==> config.mk <==
export PLATFORM = sky130hd
export DESIGN_NAME = pe_bypass_sb
export DESIGN_NICKNAME = d
export VERILOG_FILES = /design/src/rtl/pe_bypass_pkg.sv /design/src/rtl/pe_bypass_sb_slots.sv /design/src/rtl/pe_bypass_sb.sv
export SDC_FILE = /design/constraint.sdc
export NUM_CORES = 1
export LEC_CHECK = 0
export CAP_MARGIN = 5
export CORE_AREA = 4 4 224 226
export CTS_CLUSTER_DIAMETER = 30
export DETAILED_ROUTE_END_ITERATION = 7
export DIE_AREA = 0 0 228 230
export SLEW_MARGIN = 20
export SYNTH_ARGS = -nofsm -noshare
export SYNTH_HDL_FRONTEND = slang
export SYNTH_SLANG_ARGS = --single-unit
==> constraint.sdc <==
create_clock -name iClk -period 5 [get_ports iClk]
set_input_delay 1 -clock iClk [delete_from_list [all_inputs] [get_ports iClk]]
set_output_delay 1 -clock iClk [all_outputs]
set_load 0.01 [all_outputs]
==> src/rtl/pe_bypass_pkg.sv <==
// Shared constants and types for the PE operand bypass network:
// result-source indices, default latencies and the scoreboard slot layout.
package pe_bypass_pkg;

  localparam int PE_DW      = 32;
  localparam int PE_AW      = 5;
  localparam int PE_NUM_SRC = 4;
  localparam int PE_SRC_W   = 2;
  localparam int PE_DEPTH   = 4;
  localparam int PE_NUM_NB  = 4;
  localparam int PE_NB_SELW = 3;
  localparam int PE_R_NOBYP = 1;

  localparam logic [PE_SRC_W-1:0] SRC_ALU    = 2'd0;
  localparam logic [PE_SRC_W-1:0] SRC_MUL    = 2'd1;
  localparam logic [PE_SRC_W-1:0] SRC_LSU    = 2'd2;
  localparam logic [PE_SRC_W-1:0] SRC_SHADOW = 2'd3;

  // 4 bits per source, src3 in the top nibble: SHADOW=2, LSU=2, MUL=1, ALU=1.
  localparam logic [4*PE_NUM_SRC-1:0] PE_SRC_LAT = 16'h2211;

  typedef struct packed {
    logic                v;
    logic [PE_AW-1:0]    addr;
    logic [PE_SRC_W-1:0] src;
  } slot_t;

  function automatic int lat_of(input logic [4*PE_NUM_SRC-1:0] lat,
                                input logic [PE_SRC_W-1:0]     src);
    return int'(lat[int'(src)*4 +: 4]);
  endfunction

endpackage

==> src/rtl/pe_bypass_sb_slots.sv <==
// In-flight write scoreboard: a shift register of issued RF writes plus a
// youngest-first match for the two operand read ports.
module pe_bypass_sb_slots
  import pe_bypass_pkg::*;
#(
  parameter int                        DEPTH   = PE_DEPTH,
  parameter logic [4*PE_NUM_SRC-1:0]   SRC_LAT = PE_SRC_LAT,
  parameter int                        R_NOBYP = PE_R_NOBYP
) (
  input  logic                iClk,
  input  logic                iReset,
  input  logic                iFlush,
  input  logic                iPush,
  input  logic [PE_AW-1:0]    iPush_Addr,
  input  logic [PE_SRC_W-1:0] iPush_Src,
  input  logic [PE_AW-1:0]    iLook_Addr_A,
  input  logic [PE_AW-1:0]    iLook_Addr_B,
  output logic                oHit_A,
  output logic                oHazard_A,
  output logic [PE_SRC_W-1:0] oSrc_A,
  output logic                oHit_B,
  output logic                oHazard_B,
  output logic [PE_SRC_W-1:0] oSrc_B
);

  localparam logic [PE_AW-1:0] R_LAST = PE_AW'(R_NOBYP);

  typedef slot_t slot_arr_t [1:DEPTH];

  typedef struct packed {
    logic                hit;
    logic                hazard;
    logic [PE_SRC_W-1:0] src;
  } look_t;

  slot_arr_t slot_q;
  slot_arr_t slot_d;
  look_t     look_a;
  look_t     look_b;

  // Slot k holds the write issued k cycles ago; it drops out once its result
  // has had its single forwarding cycle and the WB port/RF take over.
  always_comb begin
    slot_d[1] = '{v: iPush, addr: iPush_Addr, src: iPush_Src};
    for (int k = 2; k <= DEPTH; k++) begin
      slot_d[k]   = slot_q[k-1];
      slot_d[k].v = slot_q[k-1].v && (k <= lat_of(SRC_LAT, slot_q[k-1].src));
    end
  end

  always_ff @(posedge iClk) begin
    if (iReset || iFlush) begin
      // NOTE: only the valid bits are cleared; addr/src of an invalid slot are
      // never looked at, so that payload needs no reset.
      for (int k = 1; k <= DEPTH; k++) begin
        slot_q[k].v <= 1'b0;
      end
    end else begin
      // NOTE: state registers use non-blocking assignment so every slot
      // samples its neighbour's old value and the shift is one step per clock.
      slot_q <= slot_d;
    end
  end

  function automatic look_t lookup(input slot_arr_t s, input logic [PE_AW-1:0] addr);
    look_t r;
    r = '0;
    // Oldest first, so the youngest match is the one left standing.
    for (int k = DEPTH; k >= 1; k--) begin
      if (s[k].v && (s[k].addr == addr) && (addr > R_LAST)) begin
        r.hit    = 1'b1;
        r.hazard = (k < lat_of(SRC_LAT, s[k].src));
        r.src    = s[k].src;
      end
    end
    return r;
  endfunction

  always_comb begin
    look_a = lookup(slot_q, iLook_Addr_A);
    look_b = lookup(slot_q, iLook_Addr_B);
  end

  assign oHit_A    = look_a.hit;
  assign oHazard_A = look_a.hazard;
  assign oSrc_A    = look_a.src;
  assign oHit_B    = look_b.hit;
  assign oHazard_B = look_b.hazard;
  assign oSrc_B    = look_b.src;

endmodule

==> src/rtl/pe_bypass_sb.sv <==
// PE operand bypass network: scoreboard-driven forwarding, load/MUL-use
// stall, neighbour/CP operand-A select, RSUBI swap and the ID operand register.
module pe_bypass_sb
  import pe_bypass_pkg::*;
#(
  parameter int                      DW      = PE_DW,
  parameter logic [4*PE_NUM_SRC-1:0] SRC_LAT = PE_SRC_LAT,
  parameter int                      DEPTH   = PE_DEPTH,
  parameter int                      NUM_NB  = PE_NUM_NB,
  parameter int                      NB_SELW = PE_NB_SELW,
  parameter int                      R_NOBYP = PE_R_NOBYP
) (
  input  logic                     iClk,
  input  logic                     iReset,
  input  logic                     iFlush,
  input  logic                     iIssue_Valid,
  output logic                     oIssue_Ready,
  input  logic [PE_AW-1:0]         iRd_Addr_A,
  input  logic [PE_AW-1:0]         iRd_Addr_B,
  input  logic                     iSel_Imm,
  input  logic                     iIs_SUB,
  input  logic [DW-1:0]            iImmediate,
  input  logic                     iWr_En,
  input  logic [PE_AW-1:0]         iWr_Addr,
  input  logic [PE_SRC_W-1:0]      iWr_Src,
  input  logic [DW-1:0]            iRF_Data_A,
  input  logic [DW-1:0]            iRF_Data_B,
  input  logic [PE_NUM_SRC*DW-1:0] iSrc_Result,
  input  logic                     iWB_En,
  input  logic [PE_AW-1:0]         iWB_Addr,
  input  logic [DW-1:0]            iWB_Data,
  input  logic [NB_SELW-1:0]       iData_Selection,
  input  logic [NUM_NB*DW-1:0]     iNb_Data,
  input  logic [DW-1:0]            iCP_Data,
  output logic                     oOp_Valid,
  output logic [DW-1:0]            oOperand_A,
  output logic [DW-1:0]            oOperand_B,
  output logic [DW-1:0]            oStore_Data,
  output logic [DW-1:0]            oPort1_Data
);

  localparam logic [PE_AW-1:0] R_LAST = PE_AW'(R_NOBYP);

  logic                hit_a, haz_a, hit_b, haz_b;
  logic [PE_SRC_W-1:0] src_a, src_b;
  logic                wb_a, wb_b;
  logic [DW-1:0]       fwd_a, fwd_b, byp_a, byp_b;
  logic [DW-1:0]       nbsel_a, op_b_pre;
  logic                nb_sel, check_b, accept, push, rsubi;
  int                  sel_idx;

  logic          op_valid_q, op_valid_d;
  logic [DW-1:0] op_a_q, op_a_d;
  logic [DW-1:0] op_b_q, op_b_d;
  logic [DW-1:0] st_q, st_d;

  assign push = accept && iWr_En && (iWr_Addr > R_LAST);

  pe_bypass_sb_slots #(
    .DEPTH   (DEPTH),
    .SRC_LAT (SRC_LAT),
    .R_NOBYP (R_NOBYP)
  ) u_slots (
    .iClk         (iClk),
    .iReset       (iReset),
    .iFlush       (iFlush),
    .iPush        (push),
    .iPush_Addr   (iWr_Addr),
    .iPush_Src    (iWr_Src),
    .iLook_Addr_A (iRd_Addr_A),
    .iLook_Addr_B (iRd_Addr_B),
    .oHit_A       (hit_a),
    .oHazard_A    (haz_a),
    .oSrc_A       (src_a),
    .oHit_B       (hit_b),
    .oHazard_B    (haz_b),
    .oSrc_B       (src_b)
  );

  assign fwd_a = iSrc_Result[int'(src_a)*DW +: DW];
  assign fwd_b = iSrc_Result[int'(src_b)*DW +: DW];
  assign wb_a  = iWB_En && (iWB_Addr == iRd_Addr_A) && (iRd_Addr_A > R_LAST);
  assign wb_b  = iWB_En && (iWB_Addr == iRd_Addr_B) && (iRd_Addr_B > R_LAST);

  // A scoreboard hit always beats the WB port; a hit still in flight has no
  // usable value yet, so the RF data is passed through until the stall clears.
  assign byp_a = (hit_a && !haz_a) ? fwd_a : (!hit_a && wb_a) ? iWB_Data : iRF_Data_A;
  assign byp_b = (hit_b && !haz_b) ? fwd_b : (!hit_b && wb_b) ? iWB_Data : iRF_Data_B;

  assign oPort1_Data = byp_a;

  assign sel_idx = int'(iData_Selection);
  assign nb_sel  = (sel_idx >= 1) && (sel_idx <= NUM_NB + 1);

  always_comb begin
    // NOTE: a default is assigned before any branch so no path leaves the
    // output unassigned, which would otherwise infer a latch.
    nbsel_a = byp_a;
    for (int k = 0; k < NUM_NB; k++) begin
      if (sel_idx == k + 1) nbsel_a = iNb_Data[k*DW +: DW];
    end
    if (sel_idx == NUM_NB + 1) nbsel_a = iCP_Data;
  end

  // There is no store flag: an immediate op that writes the RF cannot be a
  // store, anything else might be and must keep its store-data B checked.
  assign check_b      = !(iSel_Imm && iWr_En);
  assign oIssue_Ready = !((haz_a && !nb_sel) || (haz_b && check_b));
  assign accept       = iIssue_Valid && oIssue_Ready;

  assign rsubi    = iIs_SUB && iSel_Imm;
  assign op_b_pre = iSel_Imm ? iImmediate : byp_b;

  always_comb begin
    op_valid_d = accept && !iFlush;
    op_a_d     = op_a_q;
    op_b_d     = op_b_q;
    st_d       = st_q;
    if (accept && !iFlush) begin
      op_a_d = rsubi ? iImmediate : nbsel_a;
      op_b_d = rsubi ? nbsel_a    : op_b_pre;
      st_d   = byp_b;
    end
  end

  always_ff @(posedge iClk) begin
    if (iReset) begin
      op_valid_q <= 1'b0;
      op_a_q     <= '0;
      op_b_q     <= '0;
      st_q       <= '0;
    end else begin
      op_valid_q <= op_valid_d;
      op_a_q     <= op_a_d;
      op_b_q     <= op_b_d;
      st_q       <= st_d;
    end
  end

  assign oOp_Valid   = op_valid_q;
  assign oOperand_A  = op_a_q;
  assign oOperand_B  = op_b_q;
  assign oStore_Data = st_q;

endmodule
==> summary.txt <==
Run status
  – Status: complete, no violations

Drt
  – WL per Instance: 28.5 um
  – Highest metal layer with signal wires: met5
  – Via density: 5.43
  – Initial DRC count: 1,392
  – DR pass1 iterations: 5
  – Met3 wire len: 6250 um
  – Metal-1 WL: 34,600 um
  – WL final: 77,800 um
  – WL met2: 35,200 um
  – Antenna-violating nets left: 0
  – DRC: 0
  – Vias: 14,800

Clocking
  – CTS H-tree depth: 4
  – CTS tree: yes
  – CTS clock-pin slew for the worst setup and hold paths: 0.05 ns
  – CTS buffer count: 17
  – CTS sink count: 113
  – Clock Latency Late Sink: 0.43 ns
  – Root Buffer: clkbuf_16
  – Post-CTS Hold Buffers: 0
  – CTS Buffer Depth: 2

STA
  – Fmax: 203 MHz
  – Count of pins over their slew limit: 0
  – Slew @ Worst Pin: 0.979 ns
  – RSZ-0062 raised after global routing: no
  – Hold Fails Final Rpt: 0
  – Tcrit/Tclk final: 98.6%
  – Endpoints failing setup: 0
  – Relative max-transition margin: 34.5%
  – Layout Skew: 0.0174 ns
  – Minimum clock period: 4.93 ns

Worst setup path
  – Max FO, Critical Path: 7
  – Endpoint class of the critical path: output port
  – Worst EP arrival: 3.93 ns
  – Setup CP Type: in -> out
  – Critical path required time: 4.00 ns
  – Critical Path Start Type: input pin

Place
  – Buffers on Ports: 578
  – DP Area: 18,100 um2
  – Placer Congestion: 0.998
  – HPWL Detailed: 65,100 um

Yosys
  – Most used flip-flop cell after synthesis: dfxtp_1
  – Ys Warns: 0
  – Flops & latches, synth: 113
  – Async SR Flop Fraction: 0%
  – Distinct cell type count after synthesis: 75
  – Syn Nets: 1,913
  – Share of the synthesized area in the top cell type: 18.3%
  – Number of flops mapped to enable cells by yosys: 14
  – Cells after Synth: 1,464
  – Sequential area share after synthesis: 22.2%
  – Largest cells by area after synthesis: dfxtp_1, mux2i_1, nand2_1, a21oi_1, nor2_1
  – Cell Area, Synth: 10,800 um2
  – Avg Inst Size Synth: 7.38 um2
  – Synth area leader: dfxtp_1

Power and ir drop
  – VDD IR max: 0.000229 V
  – Leakage: 0.00793 uW
  – Cell Pwr Density: 192 nW/um2

Final layout
  – Fin area: 18,900 um2
  – Fillers: 4,954
  – Fraction of layout cells with a size suffix above 1: 12.7%
  – Reg area: 2400 um2
  – NumNets Final: 2,533
  – Multi-input gate area: 7960 um2
  – Area grow syn2layout: 74.8%
  – Core Util, Final: 39.1%

Die
  – DIE AREA: 52,400 um2
  – Initial core utilization: 22.4%
  – Die H: 230 um
  – IO Count: 579
  – Die Wd: 228 um
  – CORE AREA: 48,300 um2
  – Row count: 81

GRT
  – Initial antenna violation count: 17
  – First-pass GRT wire length: 107,000 um
  – Vias in the first global route: 14,400
  – Total global-route track usage: 27.8%
  – Gr ovfl total: 0
  – Largest net degree at the start of global routing: 75

Hold path
  – HP Class: reg -> reg

Job
  – Max-cap violation count: 0
## where the power goes
part | switching, uW | total (uW) | internal (uW)
logic | 650 | 1320 | 668
registers | 43.1 | 1020 | 978
clock network | 457 | 1290 | 834
total | 1150 | 3630 | 2480
## placed cells by master (no fill, tap or decap), types with 9 or more instances in the layout
cell type        netlist  final
clkdlybuf4s50_1        0    540
nand2_1              207    204
mux2i_1              170    165
buf_4                  4    142
a21oi_1              122    120
nor2_1               121    119
dfxtp_1               99     99
o21ai_0               80     79
nand3_1               46     46
o22ai_1               42     41
a22oi_1               39     38
nor3_1                39     37
and3_1                29     29
dlygate4sd2_1          0     26
a311oi_1              23     23
mux2_2                21     21
xnor2_1               18     18
clkbuf_16              0     18
a211oi_1              21     17
xor2_1                16     16
o2111ai_1             16     16
diode_2                0     15
edfxtp_1              14     14
a31oi_1               13     13
o22a_1                12     12
o221ai_1              12     12
buf_12                 1     12
inv_1                 11     11
or3_1                 10     10
o221a_2                9      9
o21a_1                 9      9
## per-layer routing
layer  GRT usage (%)  vias up
li1                -     6751
met1            38.2     7124
met2            44.1      870
met3            5.90       92
met4            7.50        2
met5               0        -
## kinds of logic after synthesis
kind of cell,count (synthesis),share of synthesized area (%)
AO/OA/AOI/OAI,479,30.4
XOR/XNOR,34,2.75
buffers and inverters,144,5.61
flip-flops,113,22.2
multiplexers,191,17.9
AND/OR/NAND/NOR,503,21.1
## synthesized netlist by cell type, types with 18 or more instances
cell type	number
a211oi_1	21
a21oi_1	122
a22oi_1	39
a311oi_1	23
and3_1	29
buf_1	23
buf_2	22
clkbuf_1	80
dfxtp_1	99
mux2_2	21
mux2i_1	170
nand2_1	207
nand3_1	46
nor2_1	121
nor3_1	39
o21ai_0	80
o22ai_1	42
xnor2_1	18
## critical path, stage by stage
cell and delay, ns:
clkdlybuf4s50_1 0.44, xor2_1 0.19, or4b_1 0.54, buf_4 0.19, buf_4 0.15, o211ai_1 0.15, buf_4 0.16, nor2_2 0.05
buf_12 0.15, mux2i_2 0.21, o22ai_2 0.12, or2_2 0.32, clkdlybuf4s15_1 0.26
## through the flow
| stage | power [uW] | worst slack, ns | instances | TNS [ns] | hold slack [ns] |
|---|---|---|---|---|---|
| floorplan | 1490 | 0.742 | 1464 | 0 | 0.476 |
| global route | 3760 | 0.0103 | 2732 | 0 | 0.477 |
| CTS | 3630 | 0.000809 | 2718 | 0 | 0.458 |
| finish | 3630 | 0.0682 | 2733 | 0 | 0.455 |
| global placement | 2330 | -0.216 | 2685 | -2.91 | 0.437 |
| detailed placement | 2340 | -0.247 | 2685 | -3.84 | 0.446 |
## flip-flops by register name (all words and copies together) (netlist names)
| name | count |
|---|---|
| oOperand_B | 32 |
| u_slots.slot_q | 2 |
| oOp_Valid | 1 |
| u_slots.slot_d | 14 |
| oStore_Data | 32 |
| oOperand_A | 32 |
## layout make-up
class	instances	share of cell area, %
multi-input cells	1207	42.1
diodes	15	0.199
repair buffers	732	37.4
clock inverters	9	0.682
flip-flops and latches	113	12.7
well taps	622	4.12
clock buffers	22	2.57
inverters	13	0.258
## what timing repair did
action / 4_1_cts / 5_1_grt
pin swaps: 0 / 2
endpoints found under the hold margin: 0 / 0
setup endpoints to repair: 29 / 7
setup buffers: 2 / 0
gates cloned: 0 / 0
gates resized for setup: 44 / 12
## final timing paths
path	cells past startpoint	startpoint	slack, ns	endpoint
worst max-delay path	13	iRd_Addr_A[2]	0.07	oPort1_Data[5]
worst min-delay path	2	oOperand_B[30]	0.46	oOperand_B[30]
worst max register to register	11	u_slots.slot_d[18]	1.12	oOperand_B[19]
worst min register to register	2	oOperand_B[30]	0.46	oOperand_B[30]
(Power assumes the default switching activity.)
